**src/rtl/switch_input_pkg.sv**
```systemverilog
// Shared MMIO package for the board I/O peripherals. It holds the parameter
// defaults for the switch/button input block, the register offsets of the
// LED and switch blocks, and the read-select decoding.
package switch_input_pkg;

  // Parameter defaults for the switch/button input block.
  localparam int SW_WIDTH_DEF   = 24;
  localparam int BTN_WIDTH_DEF  = 5;
  localparam int SAMPLE_DIV_DEF = 50000;
  localparam int STABLE_CNT_DEF = 3;

  // MMIO register offsets within the I/O window.
  localparam logic [7:0] LED_LOW_OFS  = 8'h60;
  localparam logic [7:0] LED_HIGH_OFS = 8'h62;
  localparam logic [7:0] SW_LOW_OFS   = 8'h70;
  localparam logic [7:0] SW_HIGH_OFS  = 8'h72;
  localparam logic [7:0] SW_BTN_OFS   = 8'h74;

  // Effective read selection after priority resolution.
  typedef enum logic [1:0] {
    SEL_NONE = 2'd0,
    SEL_LOW  = 2'd1,
    SEL_HIGH = 2'd2,
    SEL_BTN  = 2'd3
  } rd_sel_e;

  // The low select wins over the high select, which wins over the button select.
  function automatic rd_sel_e decode_sel(input logic lo, input logic hi, input logic btn);
    if (lo)       return SEL_LOW;
    else if (hi)  return SEL_HIGH;
    else if (btn) return SEL_BTN;
    else          return SEL_NONE;
  endfunction

endpackage

```
**src/rtl/switch_input_debounce_vec.sv**
```systemverilog
// Vector debouncer. Each bit passes through a two-flop synchroniser. On
// every sample tick, the synchronised value shifts into a per-bit history.
// The debounced level follows the history only when all STABLE_CNT samples
// agree. Otherwise it holds its previous value.
module debounce_vec
  import switch_input_pkg::*;
#(
  parameter int WIDTH      = 8,
  parameter int STABLE_CNT = STABLE_CNT_DEF
) (
  input  logic             sw_clk,
  input  logic             swrst,
  input  logic             sample_tick,
  input  logic [WIDTH-1:0] raw,
  output logic [WIDTH-1:0] level
);

  logic [WIDTH-1:0]      sync1;
  logic [WIDTH-1:0]      sync2;
  logic [STABLE_CNT-1:0] hist     [WIDTH];
  logic [STABLE_CNT-1:0] hist_nxt [WIDTH];
  logic [WIDTH-1:0]      level_nxt;

  // Bring the asynchronous pins into the sw_clk domain.
  always_ff @(posedge sw_clk or negedge swrst) begin
    // NOTE: sequential state uses non-blocking assignments so that every flop samples pre-edge values.
    if (!swrst) begin
      sync1 <= '0;
      sync2 <= '0;
    end else begin
      sync1 <= raw;
      sync2 <= sync1;
    end
  end

  // Shift on a tick, then set or clear the level only when the history is unanimous.
  always_comb begin
    // NOTE: defaults first so that every path assigns every output and no latch is inferred.
    hist_nxt  = hist;
    level_nxt = level;
    if (sample_tick) begin
      for (int i = 0; i < WIDTH; i++) begin
        hist_nxt[i] = {hist[i][STABLE_CNT-2:0], sync2[i]};
        if (&hist_nxt[i])       level_nxt[i] = 1'b1;
        else if (~|hist_nxt[i]) level_nxt[i] = 1'b0;
      end
    end
  end

  // Register the histories and levels. On reset, any partial history is discarded.
  always_ff @(posedge sw_clk or negedge swrst) begin
    if (!swrst) begin
      // NOTE: the history array is reset explicitly because a stale partial history would bias the next decision.
      for (int i = 0; i < WIDTH; i++) hist[i] <= '0;
      level <= '0;
    end else begin
      hist  <= hist_nxt;
      level <= level_nxt;
    end
  end

endmodule

```
**src/rtl/switch_input.sv**
```systemverilog
// Memory-mapped switch/button input peripheral. It debounces the DIP
// switches and push-buttons and latches button presses as sticky flags that
// are cleared on read. It returns 16-bit read data to memorio using the same
// low/high select scheme as the LED block.
module switch_input
  import switch_input_pkg::*;
#(
  parameter int SW_WIDTH   = SW_WIDTH_DEF,
  parameter int BTN_WIDTH  = BTN_WIDTH_DEF,
  parameter int SAMPLE_DIV = SAMPLE_DIV_DEF,
  parameter int STABLE_CNT = STABLE_CNT_DEF
) (
  input  logic                 sw_clk,
  input  logic                 swrst,
  input  logic                 swread,
  input  logic                 swlow,
  input  logic                 swhigh,
  input  logic                 swbtn,
  input  logic [SW_WIDTH-1:0]  sw_in,
  input  logic [BTN_WIDTH-1:0] btn_in,
  output logic [15:0]          swrdata,
  output logic [SW_WIDTH-1:0]  sw_level,
  output logic [BTN_WIDTH-1:0] btn_level
);

  localparam int PW = (SAMPLE_DIV > 2) ? $clog2(SAMPLE_DIV) : 1;

  logic [PW-1:0]        presc;
  logic                 sample_tick;
  logic [BTN_WIDTH-1:0] btn_prev;
  logic [BTN_WIDTH-1:0] btn_rise;
  logic [BTN_WIDTH-1:0] flags;
  rd_sel_e              sel;
  logic                 clr_flags;

  assign sample_tick = (presc == PW'(SAMPLE_DIV - 1));

  // The prescaler counts 0..SAMPLE_DIV-1 and produces one tick per wrap.
  always_ff @(posedge sw_clk or negedge swrst) begin
    if (!swrst)           presc <= '0;
    else if (sample_tick) presc <= '0;
    else                  presc <= presc + PW'(1);
  end

  debounce_vec #(
    .WIDTH      (SW_WIDTH),
    .STABLE_CNT (STABLE_CNT)
  ) u_sw_db (
    .sw_clk      (sw_clk),
    .swrst       (swrst),
    .sample_tick (sample_tick),
    .raw         (sw_in),
    .level       (sw_level)
  );

  debounce_vec #(
    .WIDTH      (BTN_WIDTH),
    .STABLE_CNT (STABLE_CNT)
  ) u_btn_db (
    .sw_clk      (sw_clk),
    .swrst       (swrst),
    .sample_tick (sample_tick),
    .raw         (btn_in),
    .level       (btn_level)
  );

  assign sel       = decode_sel(swlow, swhigh, swbtn);
  assign clr_flags = swread && (sel == SEL_BTN);
  assign btn_rise  = btn_level & ~btn_prev;

  // Sticky press flags. A new press in the same cycle as a clearing read still sets its flag.
  always_ff @(posedge sw_clk or negedge swrst) begin
    if (!swrst) begin
      btn_prev <= '0;
      flags    <= '0;
    end else begin
      btn_prev <= btn_level;
      flags    <= (clr_flags ? '0 : flags) | btn_rise;
    end
  end

  // The read mux is combinational from registered state and returns zero while reset is held.
  always_comb begin
    swrdata = 16'h0000;
    if (swrst) begin
      case (sel)
        SEL_LOW:  swrdata = sw_level[15:0];
        SEL_HIGH: swrdata = 16'(sw_level[SW_WIDTH-1:16]);
        SEL_BTN:  swrdata = 16'(flags);
        default:  swrdata = 16'h0000;
      endcase
    end
  end

endmodule

```
**config.mk**
```make
export PLATFORM = sky130hd
export DESIGN_NAME = switch_input
export DESIGN_NICKNAME = d
export VERILOG_FILES = /design/src/rtl/switch_input_pkg.sv /design/src/rtl/switch_input_debounce_vec.sv /design/src/rtl/switch_input.sv
export SDC_FILE = /design/constraint.sdc
export NUM_CORES = 1
export LEC_CHECK = 0
export BUFFER_PORTS_ARGS = -buffer_cell sky130_fd_sc_hd__buf_4
export CORE_UTILIZATION = 52
export CTS_CLUSTER_DIAMETER = 150
export DETAILED_ROUTE_END_ITERATION = 10
export PLACE_DENSITY = 0.73
export SLEW_MARGIN = 15
export SYNTH_ARGS = -nofsm -noshare
export SYNTH_HDL_FRONTEND = slang
export SYNTH_SLANG_ARGS = --single-unit
```
**constraint.sdc**
```tcl
create_clock -name sw_clk -period 2.35 [get_ports sw_clk]
set_input_delay 0.1175 -clock sw_clk [delete_from_list [all_inputs] [get_ports sw_clk]]
set_output_delay 0.1175 -clock sw_clk [all_outputs]
set_load 0.05 [all_outputs]
```
==> results of run 1 <==
[layout by cell type (no fill, tap or decap), types with 2 or more instances in the layout]
master / Yosys / routed
sky130_fd_sc_hd__nand2_1: 199 / 199
sky130_fd_sc_hd__dfrtp_1: 171 / 171
sky130_fd_sc_hd__buf_4: 1 / 85
sky130_fd_sc_hd__nor2_1: 43 / 43
sky130_fd_sc_hd__nor3_1: 31 / 31
sky130_fd_sc_hd__dlygate4sd3_1: 0 / 30
sky130_fd_sc_hd__nor4_1: 29 / 29
sky130_fd_sc_hd__a31oi_1: 29 / 29
sky130_fd_sc_hd__clkbuf_16: 0 / 17
sky130_fd_sc_hd__and3_1: 11 / 11
sky130_fd_sc_hd__a21oi_1: 11 / 11
sky130_fd_sc_hd__o21ai_0: 10 / 10
sky130_fd_sc_hd__inv_1: 6 / 6
sky130_fd_sc_hd__nand3b_1: 5 / 5
sky130_fd_sc_hd__xor2_1: 5 / 5
sky130_fd_sc_hd__xnor2_1: 5 / 5
sky130_fd_sc_hd__and2_1: 4 / 4
sky130_fd_sc_hd__nand3_1: 4 / 4
sky130_fd_sc_hd__bufinv_16: 0 / 3
sky130_fd_sc_hd__clkinvlp_4: 0 / 3
sky130_fd_sc_hd__clkbuf_1: 12 / 3
sky130_fd_sc_hd__o31ai_1: 2 / 2
sky130_fd_sc_hd__nor4bb_1: 2 / 2
sky130_fd_sc_hd__or3_1: 2 / 2
sky130_fd_sc_hd__nand4_1: 2 / 2
sky130_fd_sc_hd__clkbuf_8: 0 / 2
sky130_fd_sc_hd__clkinv_4: 0 / 2
sky130_fd_sc_hd__buf_12: 0 / 2
[path summary, 6_finish.rpt]
path	start	to	slack, ns
worst max-delay path	presc[12]	u_sw_db.level[23]	0.35
worst min-delay path	swrst	u_sw_db.sync2[14]	0.13
worst max register to register	presc[12]	u_sw_db.level[23]	0.35
worst min register to register	u_sw_db.sync1[2]	u_sw_db.sync2[2]	0.35
max in group asynchronous	swrst	u_btn_db.hist[4]	1.17
min in group sw_clk	swread	flags[4]	0.16
[stage by stage]
step           hold slack, ns  instances  setup WS [ns]  area (sq um)  utilization [%]
4_1_cts                 0.132        871          0.324          7980             68.7
3_3_place_gp          -0.0182        810          0.510          7070             60.9
3_5_place_dp          -0.0173        810          0.419          7070             60.9
6_report                0.134        871          0.351          7980             68.7
5_1_grt                 0.148        871          0.202          7980             68.7
2_1_floorplan          -0.178        605          0.650          6320                -
[layout make-up]
type	count	area share, %
flip-flops and latches	171	53.6
multi-input cells	402	23.9
repair buffers	118	12.4
clock buffers	22	5.82
well taps	143	2.24
clock inverters	9	1.74
inverters	6	0.282
[sequential cells by signal (all words and copies together) (netlist names), 10 cells and up]
register / cells
u_sw_db.hist: 48
presc: 16
u_sw_db.sync2: 24
u_btn_db.hist: 10
u_sw_db.level: 24
u_sw_db.sync1: 24
[routing by layer]
layer	part of all wire [%]	vias up
li1	-	2252
met1	41	2346
met2	53	112
met3	4.5	13
met4	1.5	0
met5	0	-
[cells by family (layout without fill, tap and decap cells)]
kind of cell | after synthesis | count (layout) | share of synthesized area, %
AO/OA/AOI/OAI | 55 | 55 | 5.15
adder cells (fa/ha/maj) | 1 | 1 | 0.198
XOR/XNOR | 10 | 10 | 1.39
flip-flops | 171 | 171 | 67.7
AND/OR/NAND/NOR | 336 | 336 | 23.4
buffers and inverters | 32 | 155 | 2.22
[critical path: cells and delay by family (launching register included)]
family | cells | cell delay (ns)
AOI/OAI and AO/OA | 1 | 0.12
buffers and inverters | 1 | 0.33
DFF | 1 | 0.43
and+or+nand+nor | 3 | 1.02
[where the power goes]
group / total, mW / leakage (nW) / internal, mW / switching [mW]
Sequential: 3.03 / 2.24 / 3.00 / 0.0325
Combinational: 0.172 / 1.35 / 0.0789 / 0.0929
Clock: 2.82 / 0.283 / 1.73 / 1.09
==> tab_implementation.tex, run 1 <==
\begin{tabular}{lr}
\hline
Metric & Value \\
\hline
\multicolumn{2}{l}{\textbf{Timing}} \\
Measured slew at the worst slew-check pin & 0.787 ns \\
Setup TNS & 0 ns \\
Worst-case clock skew & 0.00565 ns \\
Post-layout min period & 2.00 ns \\
Fmax & 500 MHz \\
Final hold violation count & 0 \\
Post-route fraction of the period consumed by the critical path & 85.1\% \\
Number of setup violations in the final report & 0 \\
Slew HR & 47.5\% \\
Unrepaired setup endpoints after global routing & false \\
Number of max-slew violations in the final report & 0 \\
\multicolumn{2}{l}{\textbf{Synth}} \\
Mapped Avg Cell Area & 10.4 sq um \\
Yosys warnings & 0 \\
Number of synthesized flops with an enable pin & 0 \\
Sequential cell area fraction in the yosys report & 67.7\% \\
Area share of the largest cell type after synthesis & 67.7\% \\
Cell type with the largest total area after synthesis & sky130\_fd\_sc\_hd\_\_dfrtp\_1 \\
Ys flop type & sky130\_fd\_sc\_hd\_\_dfrtp\_1 \\
Most used standard cell by instance count after synthesis & sky130\_fd\_sc\_hd\_\_nand2\_1 \\
Number of unique standard cell types used by synthesis & 31 \\
Post-synthesis register bit count & 171 \\
Netlist area before placement & 6320 sq um \\
Cell count after synthesis & 605 \\
Number of nets in the synthesized netlist & 641 \\
Ys async rst share & 100\% \\
Leading cell types by count after synthesis & 199 x sky130\_fd\_sc\_hd\_\_nand2\_1, 171 x sky130\_fd\_sc\_hd\_\_dfrtp\_1, 43 x sky130\_fd\_sc\_hd\_\_nor2\_1 \\
Main area contributors after synthesis & sky130\_fd\_sc\_hd\_\_dfrtp\_1 68\%, sky130\_fd\_sc\_hd\_\_nand2\_1 12\%, sky130\_fd\_sc\_hd\_\_a31oi\_1 2.9\%, sky130\_fd\_sc\_hd\_\_nor4\_1 2.9\%, sky130\_fd\_sc\_hd\_\_nor2\_1 2.6\% \\
\multicolumn{2}{l}{\textbf{Floorplan}} \\
DIE HEIGHT & 112 microns \\
Number of placement rows & 39 \\
Num ports & 80 \\
Placeable core area & 11,600 sq um \\
Floorplan die area & 12,600 sq um \\
Die Span X & 112 microns \\
Initial core utilization & 54.4\% \\
\multicolumn{2}{l}{\textbf{Critical path}} \\
CP max stage delay & 0.46 ns \\
Cells traversed along the worst timing path & nor4bb\_1, and4\_2, buf\_4, a31oi\_1, nor3\_1 \\
Max stage delay cell, worst path & sky130\_fd\_sc\_hd\_\_and4\_2 \\
Highest fanout seen on the critical path & 27 \\
Arrival time at the worst endpoint & 2.32 ns \\
Required time worst endpoint & 2.67 ns \\
Crit. End Element & flip-flop \\
Startpoint-to-endpoint class of the critical path & reg -> reg \\
Register-to-Register Path Depth & 5 \\
Startpoint class of the critical path & flip-flop \\
\multicolumn{2}{l}{\textbf{Global routing}} \\
Met3 layer usage reported by global route & 5.99\% \\
Maximum number of pins on one net before global-route repair & 66 \\
Initial antenna violation count & 0 \\
Global routing usage summed across all routing layers & 23.0\% \\
Wire length of the first global-routing pass & 22,400 microns \\
Fraction of met2 tracks used by global routing & 40.3\% \\
Routing usage on met1 & 27.9\% \\
Overall overflow remaining after global route & 0 \\
Via count of the first global-routing pass & 4,789 \\
Most crowded layer after global routing & met2 \\
\multicolumn{2}{l}{\textbf{CTS}} \\
CTS HTree Levels & 4 \\
Clock tree from TritonCTS & built \\
Hold buffer count at CTS & 30 \\
Insertion delay of the later-clocked pin in the worst-skew pair & 0.42 ns \\
CTS-repair resized insts & 0 \\
Max clock buf depth & 2 \\
CTS root buf & sky130\_fd\_sc\_hd\_\_clkbuf\_16 \\
Setup repair bufs after CTS & 0 \\
Num Clock Sinks & 171 \\
CTS buffer count & 17 \\
CTS clock-pin slew for the worst setup and hold paths & 0.06 ns \\
\multicolumn{2}{l}{\textbf{Power and ir drop}} \\
Worst vdd rail ir drop & 0.633 mV \\
Cell area power density & 755 nW/um\^{}2 \\
Lkg Pwr & 3.88 nW \\
Total power & 6.02 mW \\
\multicolumn{2}{l}{\textbf{Route}} \\
Starting DRC count in detailed routing & 305 \\
Length of the first detailed-routing pass in iterations & 8 \\
DRC Markers & 4 \\
Number of vias after detailed routing & 4,723 \\
Via-to-Cell Ratio & 5.42 \\
Residual antenna-violating net count after detailed routing & 0 \\
Routed wire length & 13,300 microns \\
Post-detailed-route wirelength per cell & 15.3 microns \\
\multicolumn{2}{l}{\textbf{Finish}} \\
Share of cells above drive strength 1 & 16.2\% \\
Multi-input gate area in the final layout & 1900 sq um \\
Relative area change from synthesis to final layout & 26.2\% \\
Count of fill cells added during filler insertion & 855 \\
Number of antenna cells inserted & 0 \\
Count of nets after finishing & 752 \\
Combined flip-flop and latch cell area & 4280 sq um \\
\multicolumn{2}{l}{\textbf{Place}} \\
Final weighted congestion of routability-driven global placement & 0.769 \\
IO Port Bufs & 79 \\
Detailed-placement wirelength estimate & 8390 microns \\
\multicolumn{2}{l}{\textbf{Outcome}} \\
Run status & finished, violations left \\
Failing checks & DRC \\
\multicolumn{2}{l}{\textbf{Hold path}} \\
Worst min-delay path category & in -> async \\
\multicolumn{2}{l}{\textbf{Flow run}} \\
Max Cap Violations & 0 \\
\hline
\end{tabular}
No activity file was read; power rests on OpenSTA's default activity.
==> run 2: changes to the inputs <==
--- a/config.mk
+++ b/config.mk
@@ -6,10 +6,12 @@
 export NUM_CORES = 1
 export LEC_CHECK = 0
 export BUFFER_PORTS_ARGS = -buffer_cell sky130_fd_sc_hd__buf_4
-export CORE_UTILIZATION = 52
+export CELL_PAD_IN_SITES_DETAIL_PLACEMENT = 1
+export CELL_PAD_IN_SITES_GLOBAL_PLACEMENT = 1
+export CORE_UTILIZATION = 45
 export CTS_CLUSTER_DIAMETER = 150
 export DETAILED_ROUTE_END_ITERATION = 10
-export PLACE_DENSITY = 0.73
+export PLACE_DENSITY_LB_ADDON = 0.1
 export SLEW_MARGIN = 15
 export SYNTH_ARGS = -nofsm -noshare
 export SYNTH_HDL_FRONTEND = slang
==> run 2 against run 1 <==
  * The run now ends clean
  * Clock power about the same
  * Register-to-register slack got worse by 0.15 ns
  * Highest routed layer unchanged
  * Critical path depth stayed put
  * Global-route usage shrank 0.42 points
  * Power about the same
  * Critical path type unchanged
  * Clock skew up 0.0023 ns
  * Flip-flop and latch count did not move
  * Final cell count increased by 4.0%
  * Die area increased by 15%
  * Largest power group unchanged
==> tab_implementation.tex, run 2 (synthesized netlist as in run 1, its figures left out) <==
\begin{tabular}{lr}
\hline
Metric & Value \\
\hline
\multicolumn{2}{l}{\textbf{Outcome}} \\
Run status & completed (was finished, violations left) \\
\multicolumn{2}{l}{\textbf{Power and ir drop}} \\
Worst vdd rail ir drop & 0.521 mV (was 0.633 mV) \\
Lkg Pwr & 3.89 nW (was 3.88 nW) \\
Cell area power density & 750 nW/um\^{}2 (was 755 nW/um\^{}2) \\
\multicolumn{2}{l}{\textbf{Route}} \\
DRC Markers & 0 (was 4) \\
Length of routed wiring on met1 & 6470 microns (was 5480 microns) \\
Routed wire length & 14,900 microns (was 13,300 microns) \\
Uppermost signal routing layer after detailed routing & met4 (unchanged) \\
Via-to-Cell Ratio & 5.22 (was 5.42) \\
Total met2 wirelength after detailed routing & 7710 microns (was 7050 microns) \\
Met3 routed WL & 449 microns (was 601 microns) \\
Number of vias after detailed routing & 4,733 (was 4,723) \\
Length of the first detailed-routing pass in iterations & 6 (was 8) \\
Residual antenna-violating net count after detailed routing & 0 (unchanged) \\
Post-detailed-route wirelength per cell & 16.5 microns (was 15.3 microns) \\
Starting DRC count in detailed routing & 252 (was 305) \\
\multicolumn{2}{l}{\textbf{CTS}} \\
Insertion delay of the later-clocked pin in the worst-skew pair & 0.42 ns (about the same) \\
Max clock buf depth & 2 (unchanged) \\
CTS clock-pin slew for the worst setup and hold paths & 0.06 ns (about the same) \\
CTS buffer count & 17 (unchanged) \\
Clock tree from TritonCTS & built (unchanged) \\
Num Clock Sinks & 171 (unchanged) \\
CTS root buf & sky130\_fd\_sc\_hd\_\_clkbuf\_16 (unchanged) \\
Setup repair bufs after CTS & 0 (unchanged) \\
CTS HTree Levels & 4 (unchanged) \\
\multicolumn{2}{l}{\textbf{Critical path}} \\
Setup slack, reg-to-reg & 0.20 ns (was 0.35 ns) \\
Startpoint class of the critical path & flip-flop (unchanged) \\
Reg2Reg Capture Point & u\_sw\_db.level[1] (was u\_sw\_db.level[23]) \\
Highest fanout seen on the critical path & 34 (was 27) \\
Arrival time at the worst endpoint & 2.48 ns (was 2.32 ns) \\
Crit. End Element & flip-flop (unchanged) \\
FF-to-FF Start & presc[5] (was presc[12]) \\
Critical path startpoint & presc[5] (was presc[12]) \\
Startpoint-to-endpoint class of the critical path & reg -> reg (unchanged) \\
Register-to-Register Path Depth & 5 (unchanged) \\
Required time worst endpoint & 2.68 ns (was 2.67 ns) \\
\multicolumn{2}{l}{\textbf{Finish}} \\
Number of flip-flops under the largest register name & 48 (unchanged) \\
Relative area change from synthesis to final layout & 27.1\% (was 26.2\%) \\
Combined flip-flop and latch cell area & 4280 sq um (unchanged) \\
Share of cells above drive strength 1 & 16.4\% (was 16.2\%) \\
Count of nets after finishing & 754 (was 752) \\
Number of antenna cells inserted & 0 (unchanged) \\
Commonest non-fill, non-tap cell in the layout & sky130\_fd\_sc\_hd\_\_nand2\_1 (unchanged) \\
Multi-input gate area in the final layout & 1900 sq um (unchanged) \\
Biggest register & u\_sw\_db.hist (unchanged) \\
Most frequent cells in the layout & 199 x sky130\_fd\_sc\_hd\_\_nand2\_1, 171 x sky130\_fd\_sc\_hd\_\_dfrtp\_1, 86 x sky130\_fd\_sc\_hd\_\_buf\_4 (was 199 x sky130\_fd\_sc\_hd\_\_nand2\_1, 171 x sky130\_fd\_sc\_hd\_\_dfrtp\_1, 85 x sky130\_fd\_sc\_hd\_\_buf\_4) \\
Count of fill cells added during filler insertion & 1,454 (was 855) \\
\multicolumn{2}{l}{\textbf{Global routing}} \\
Via count of the first global-routing pass & 5,119 (was 4,789) \\
Maximum number of pins on one net before global-route repair & 54 (was 66) \\
Global routing usage summed across all routing layers & 22.6\% (was 23.0\%) \\
Overall overflow remaining after global route & 0 (unchanged) \\
Wire length of the first global-routing pass & 25,200 microns (was 22,400 microns) \\
Initial antenna violation count & 0 (unchanged) \\
\multicolumn{2}{l}{\textbf{Floorplan}} \\
Number of placement rows & 42 (was 39) \\
Floorplan die area & 14,500 sq um (was 12,600 sq um) \\
Placeable core area & 13,500 sq um (was 11,600 sq um) \\
DIE HEIGHT & 121 microns (was 112 microns) \\
Initial core utilization & 47.0\% (was 54.4\%) \\
Die Span X & 121 microns (was 112 microns) \\
Num ports & 80 (unchanged) \\
\multicolumn{2}{l}{\textbf{Timing}} \\
Fin Hold WS & 0.137 ns (was 0.134 ns) \\
Post-layout min period & 2.15 ns (was 2.00 ns) \\
Unrepaired setup endpoints after global routing & false (unchanged) \\
Number of max-slew violations in the final report & 0 (unchanged) \\
Slew HR & 51.3\% (was 47.5\%) \\
Final hold violation count & 0 (unchanged) \\
Setup TNS & 0 ns (unchanged) \\
Number of setup violations in the final report & 0 (unchanged) \\
Fmax & 465 MHz (was 500 MHz) \\
Measured slew at the worst slew-check pin & 0.725 ns (was 0.787 ns) \\
Worst-case clock skew & 0.00790 ns (was 0.00565 ns) \\
Post-route fraction of the period consumed by the critical path & 91.5\% (was 85.1\%) \\
\multicolumn{2}{l}{\textbf{Place}} \\
IO Port Bufs & 79 (unchanged) \\
Detailed-placement wirelength estimate & 9790 microns (was 8390 microns) \\
Final weighted congestion of routability-driven global placement & 0.761 (was 0.769) \\
\multicolumn{2}{l}{\textbf{Hold path}} \\
Worst min-delay path category & in -> async (unchanged) \\
\multicolumn{2}{l}{\textbf{Flow run}} \\
Max Cap Violations & 0 (unchanged) \\
\hline
\end{tabular}
-- run 2: worst max-delay path by stage --
| stage | endpoint | cells past startpoint |
|---|---|---|
| 2_1_floorplan | presc[11] | 6 |
| 4_1_cts | u_sw_db.level[13] | 5 |
| 3_5_place_dp | u_sw_db.level[1] | 5 |
| 5_1_grt | u_sw_db.level[13] | 5 |
| 6_report | u_sw_db.level[1] | 5 |
| 3_3_place_gp | u_sw_db.level[3] | 6 |
-- run 2: report_power, final --
part	total, mW	leakage, nW	internal (mW)	switching [mW]
clock	2.82	0.284	1.70	1.12
combinational	0.176	1.37	0.0798	0.0958
sequential	3.03	2.24	3.00	0.0333
total	6.03	3.89	4.78	1.25
-- run 2: worst max-delay path: stages (launching register included) --
cell,delay [ns]
sky130_fd_sc_hd__dfrtp_1,0.43
sky130_fd_sc_hd__nor4bb_1,0.43
sky130_fd_sc_hd__and4_2,0.63
sky130_fd_sc_hd__buf_12,0.25
sky130_fd_sc_hd__a31oi_1,0.12
sky130_fd_sc_hd__nor3_1,0.18
-- run 2: layout make-up --
type	count	share of cell area (%)
timing repair buffer	120	12.7
tap	176	2.74
sequential	171	53.3
clock buffer	21	5.61
inverter	6	0.280
multi-input combinational	402	23.7
clock inverter	10	1.76
-- run 2: stage by stage --
stage	util [%]	cells	total power, mW	setup WS (ns)	area [sq um]
2_1_floorplan	-	605	3.09	0.650	6320
3_3_place_gp	53.1	845	3.22	0.413	7140
3_5_place_dp	53.1	845	3.23	0.266	7140
4_1_cts	59.7	906	6.09	0.200	8030
5_1_grt	59.7	906	6.23	0.000876	8030
6_report	59.7	906	6.03	0.201	8030
-- run 2: what timing repair did --
item                       4_1_cts  5_1_grt
gates resized for setup          0        0
hold buffers                    30        0
hold endpoints to repair        77        0
setup endpoints to repair        0        0
-- run 2: routing by layer --
metal	track usage [%]	vias to the layer above
li1	-	2260
met1	27.5	2387
met2	38.9	68
met3	5.33	18
met4	8.80	0
met5	0	-
==> run 3: changes to the inputs <==
--- a/config.mk
+++ b/config.mk
@@ -8,6 +8,7 @@
 export BUFFER_PORTS_ARGS = -buffer_cell sky130_fd_sc_hd__buf_4
 export CELL_PAD_IN_SITES_DETAIL_PLACEMENT = 1
 export CELL_PAD_IN_SITES_GLOBAL_PLACEMENT = 1
+export CORE_ASPECT_RATIO = 1.1
 export CORE_UTILIZATION = 45
 export CTS_CLUSTER_DIAMETER = 150
 export DETAILED_ROUTE_END_ITERATION = 10
==> run 3 against run 2 <==
  * Worst setup slack better by 0.16 ns
  * Flip-flop and latch count unchanged
  * Non-clock buffer count shrank 3
  * Maximum frequency rose by 8.0%
  * Critical path depth unchanged
  * Highest routed layer unchanged
==> tab_implementation.tex, run 3 (synthesized netlist as in run 1, its figures left out) <==
\begin{tabular}{lr}
\hline
Metric & Value \\
\hline
\multicolumn{2}{l}{\textbf{CTS}} \\
CTS HTree Levels & 4 (unchanged) \\
Clock tree from TritonCTS & built (unchanged) \\
Num Clock Sinks & 171 (unchanged) \\
Insertion delay of the later-clocked pin in the worst-skew pair & 0.42 ns (about the same) \\
CTS root buf & sky130\_fd\_sc\_hd\_\_clkbuf\_16 (unchanged) \\
Setup repair bufs after CTS & 0 (unchanged) \\
CTS clock-pin slew for the worst setup and hold paths & 0.06 ns (about the same) \\
Max clock buf depth & 2 (unchanged) \\
CTS buffer count & 17 (unchanged) \\
CTS-repair resized insts & 0 (unchanged) \\
\multicolumn{2}{l}{\textbf{Power and ir drop}} \\
Worst vdd rail ir drop & 0.458 mV (was 0.521 mV) \\
Total power & 6.24 mW (was 6.03 mW) \\
Cell area power density & 771 nW/um\^{}2 (was 750 nW/um\^{}2) \\
Lkg Pwr & 3.91 nW (was 3.89 nW) \\
\multicolumn{2}{l}{\textbf{Finish}} \\
Number of antenna cells inserted & 0 (unchanged) \\
Biggest register & u\_sw\_db.hist (unchanged) \\
Commonest non-fill, non-tap cell in the layout & sky130\_fd\_sc\_hd\_\_nand2\_1 (unchanged) \\
Share of cells above drive strength 1 & 16.0\% (was 16.4\%) \\
Count of nets after finishing & 751 (was 754) \\
Design Area, Final & 8100 sq um (was 8030 sq um) \\
Relative area change from synthesis to final layout & 28.1\% (was 27.1\%) \\
Number of flip-flops under the largest register name & 48 (unchanged) \\
Share of the core filled with cells in the final layout & 59.0\% (was 59.7\%) \\
Most frequent cells in the layout & 199 x sky130\_fd\_sc\_hd\_\_nand2\_1, 171 x sky130\_fd\_sc\_hd\_\_dfrtp\_1, 81 x sky130\_fd\_sc\_hd\_\_buf\_4 (was 199 x sky130\_fd\_sc\_hd\_\_nand2\_1, 171 x sky130\_fd\_sc\_hd\_\_dfrtp\_1, 86 x sky130\_fd\_sc\_hd\_\_buf\_4) \\
\multicolumn{2}{l}{\textbf{Floorplan}} \\
Num ports & 80 (unchanged) \\
Floorplan die area & 14,500 sq um (about the same) \\
DIE HEIGHT & 126 microns (was 121 microns) \\
Die Span X & 115 microns (was 121 microns) \\
Placeable core area & 13,700 sq um (was 13,500 sq um) \\
Number of placement rows & 45 (was 42) \\
Initial core utilization & 46.0\% (was 47.0\%) \\
\multicolumn{2}{l}{\textbf{Timing}} \\
Setup TNS & 0 ns (unchanged) \\
Unrepaired setup endpoints after global routing & false (unchanged) \\
Final hold violation count & 0 (unchanged) \\
Fmax & 502 MHz (was 465 MHz) \\
Number of setup violations in the final report & 0 (unchanged) \\
Post-route fraction of the period consumed by the critical path & 84.7\% (was 91.5\%) \\
Post-layout min period & 1.99 ns (was 2.15 ns) \\
Number of max-slew violations in the final report & 0 (unchanged) \\
Measured slew at the worst slew-check pin & 0.535 ns (was 0.725 ns) \\
Worst-case clock skew & 0.00992 ns (was 0.00790 ns) \\
Slew HR & 64.1\% (was 51.3\%) \\
Fin Hold WS & 0.167 ns (was 0.137 ns) \\
\multicolumn{2}{l}{\textbf{Route}} \\
Starting DRC count in detailed routing & 206 (was 252) \\
Via-to-Cell Ratio & 5.21 (was 5.22) \\
Length of the first detailed-routing pass in iterations & 4 (was 6) \\
Routed wire length & 14,600 microns (was 14,900 microns) \\
DRC Markers & 0 (unchanged) \\
Post-detailed-route wirelength per cell & 16.0 microns (was 16.5 microns) \\
Residual antenna-violating net count after detailed routing & 0 (unchanged) \\
Number of vias after detailed routing & 4,754 (was 4,733) \\
\multicolumn{2}{l}{\textbf{Global routing}} \\
Via count of the first global-routing pass & 5,054 (was 5,119) \\
Maximum number of pins on one net before global-route repair & 92 (was 54) \\
Global routing usage summed across all routing layers & 22.2\% (was 22.6\%) \\
Initial antenna violation count & 0 (unchanged) \\
Wire length of the first global-routing pass & 24,600 microns (was 25,200 microns) \\
Overall overflow remaining after global route & 0 (unchanged) \\
\multicolumn{2}{l}{\textbf{Place}} \\
Final weighted congestion of routability-driven global placement & 0.751 (was 0.761) \\
Cell area after placement & 7160 sq um (was 7140 sq um) \\
IO Port Bufs & 79 (unchanged) \\
Detailed-placement wirelength estimate & 9360 microns (was 9790 microns) \\
\multicolumn{2}{l}{\textbf{Critical path}} \\
Required time worst endpoint & 2.64 ns (was 2.68 ns) \\
Crit. End Element & flip-flop (unchanged) \\
Reg2Reg Capture Point & u\_sw\_db.level[22] (was u\_sw\_db.level[1]) \\
Setup slack, reg-to-reg & 0.36 ns (was 0.20 ns) \\
Startpoint class of the critical path & flip-flop (unchanged) \\
Register-to-Register Path Depth & 5 (unchanged) \\
Startpoint-to-endpoint class of the critical path & reg -> reg (unchanged) \\
Arrival time at the worst endpoint & 2.28 ns (was 2.48 ns) \\
Highest fanout seen on the critical path & 74 (was 34) \\
FF-to-FF Start & presc[12] (was presc[5]) \\
\multicolumn{2}{l}{\textbf{Outcome}} \\
Run status & completed (unchanged) \\
\multicolumn{2}{l}{\textbf{Hold path}} \\
Worst min-delay path category & in -> async (unchanged) \\
\multicolumn{2}{l}{\textbf{Flow run}} \\
Max Cap Violations & 0 (unchanged) \\
\hline
\end{tabular}
run 3: layer usage:
layer	global-route usage, %	routed length [microns]	vias up
li1	-	-	2253
met1	27.7	6580	2398
met2	37.8	7390	80
met3	4.25	389	23
met4	9.09	280	0
met5	0	0	-
run 3: metrics by stage:
step	cells	worst slack, ns
floorplan	605	0.650
global placement	854	0.572
detailed placement	854	0.448
CTS	913	0.391
global route	913	0.120
finish	913	0.359
run 3: worst max path at each step:
stage / cells past startpoint / slack [ns] / start / end
2_1_floorplan: 6 / 0.65 / presc[0] / presc[11]
3_5_place_dp: 5 / 0.45 / presc[12] / u_sw_db.level[22]
4_1_cts: 5 / 0.39 / presc[12] / u_sw_db.level[20]
6_report: 5 / 0.36 / presc[12] / u_sw_db.level[22]
3_3_place_gp: 6 / 0.57 / presc[0] / u_sw_db.level[15]
5_1_grt: 5 / 0.12 / presc[5] / u_sw_db.level[22]
run 3: timing repair:
action | 4_1_cts | 5_1_grt
endpoints found under the setup margin | 0 | 0
hold buffers | 30 | 0
endpoints found under the hold margin | 109 | 0
run 3: final cells by class:
class / instances / area [sq um]
sequential: 171 / 4280
tap: 188 / 235
multi-input combinational: 402 / 1900
clock inverter: 7 / 164
fill: 1485 / 5640
inverter: 6 / 22.5
timing repair buffer: 117 / 1020
clock buffer: 22 / 474
run 3: worst max-delay path, stage by stage (launching register included):
cell	delay [ns]
sky130_fd_sc_hd__dfrtp_1	0.43
sky130_fd_sc_hd__nor4bb_1	0.44
sky130_fd_sc_hd__nand4_1	0.27
sky130_fd_sc_hd__buf_12	0.28
sky130_fd_sc_hd__nor4_1	0.29
sky130_fd_sc_hd__nor3_1	0.11
run 3: report_power, final:
group          total (mW)  internal (mW)  switching [mW]
registers            3.03           3.00          0.0321
clock network        3.03           1.95            1.08
logic               0.180         0.0826          0.0970
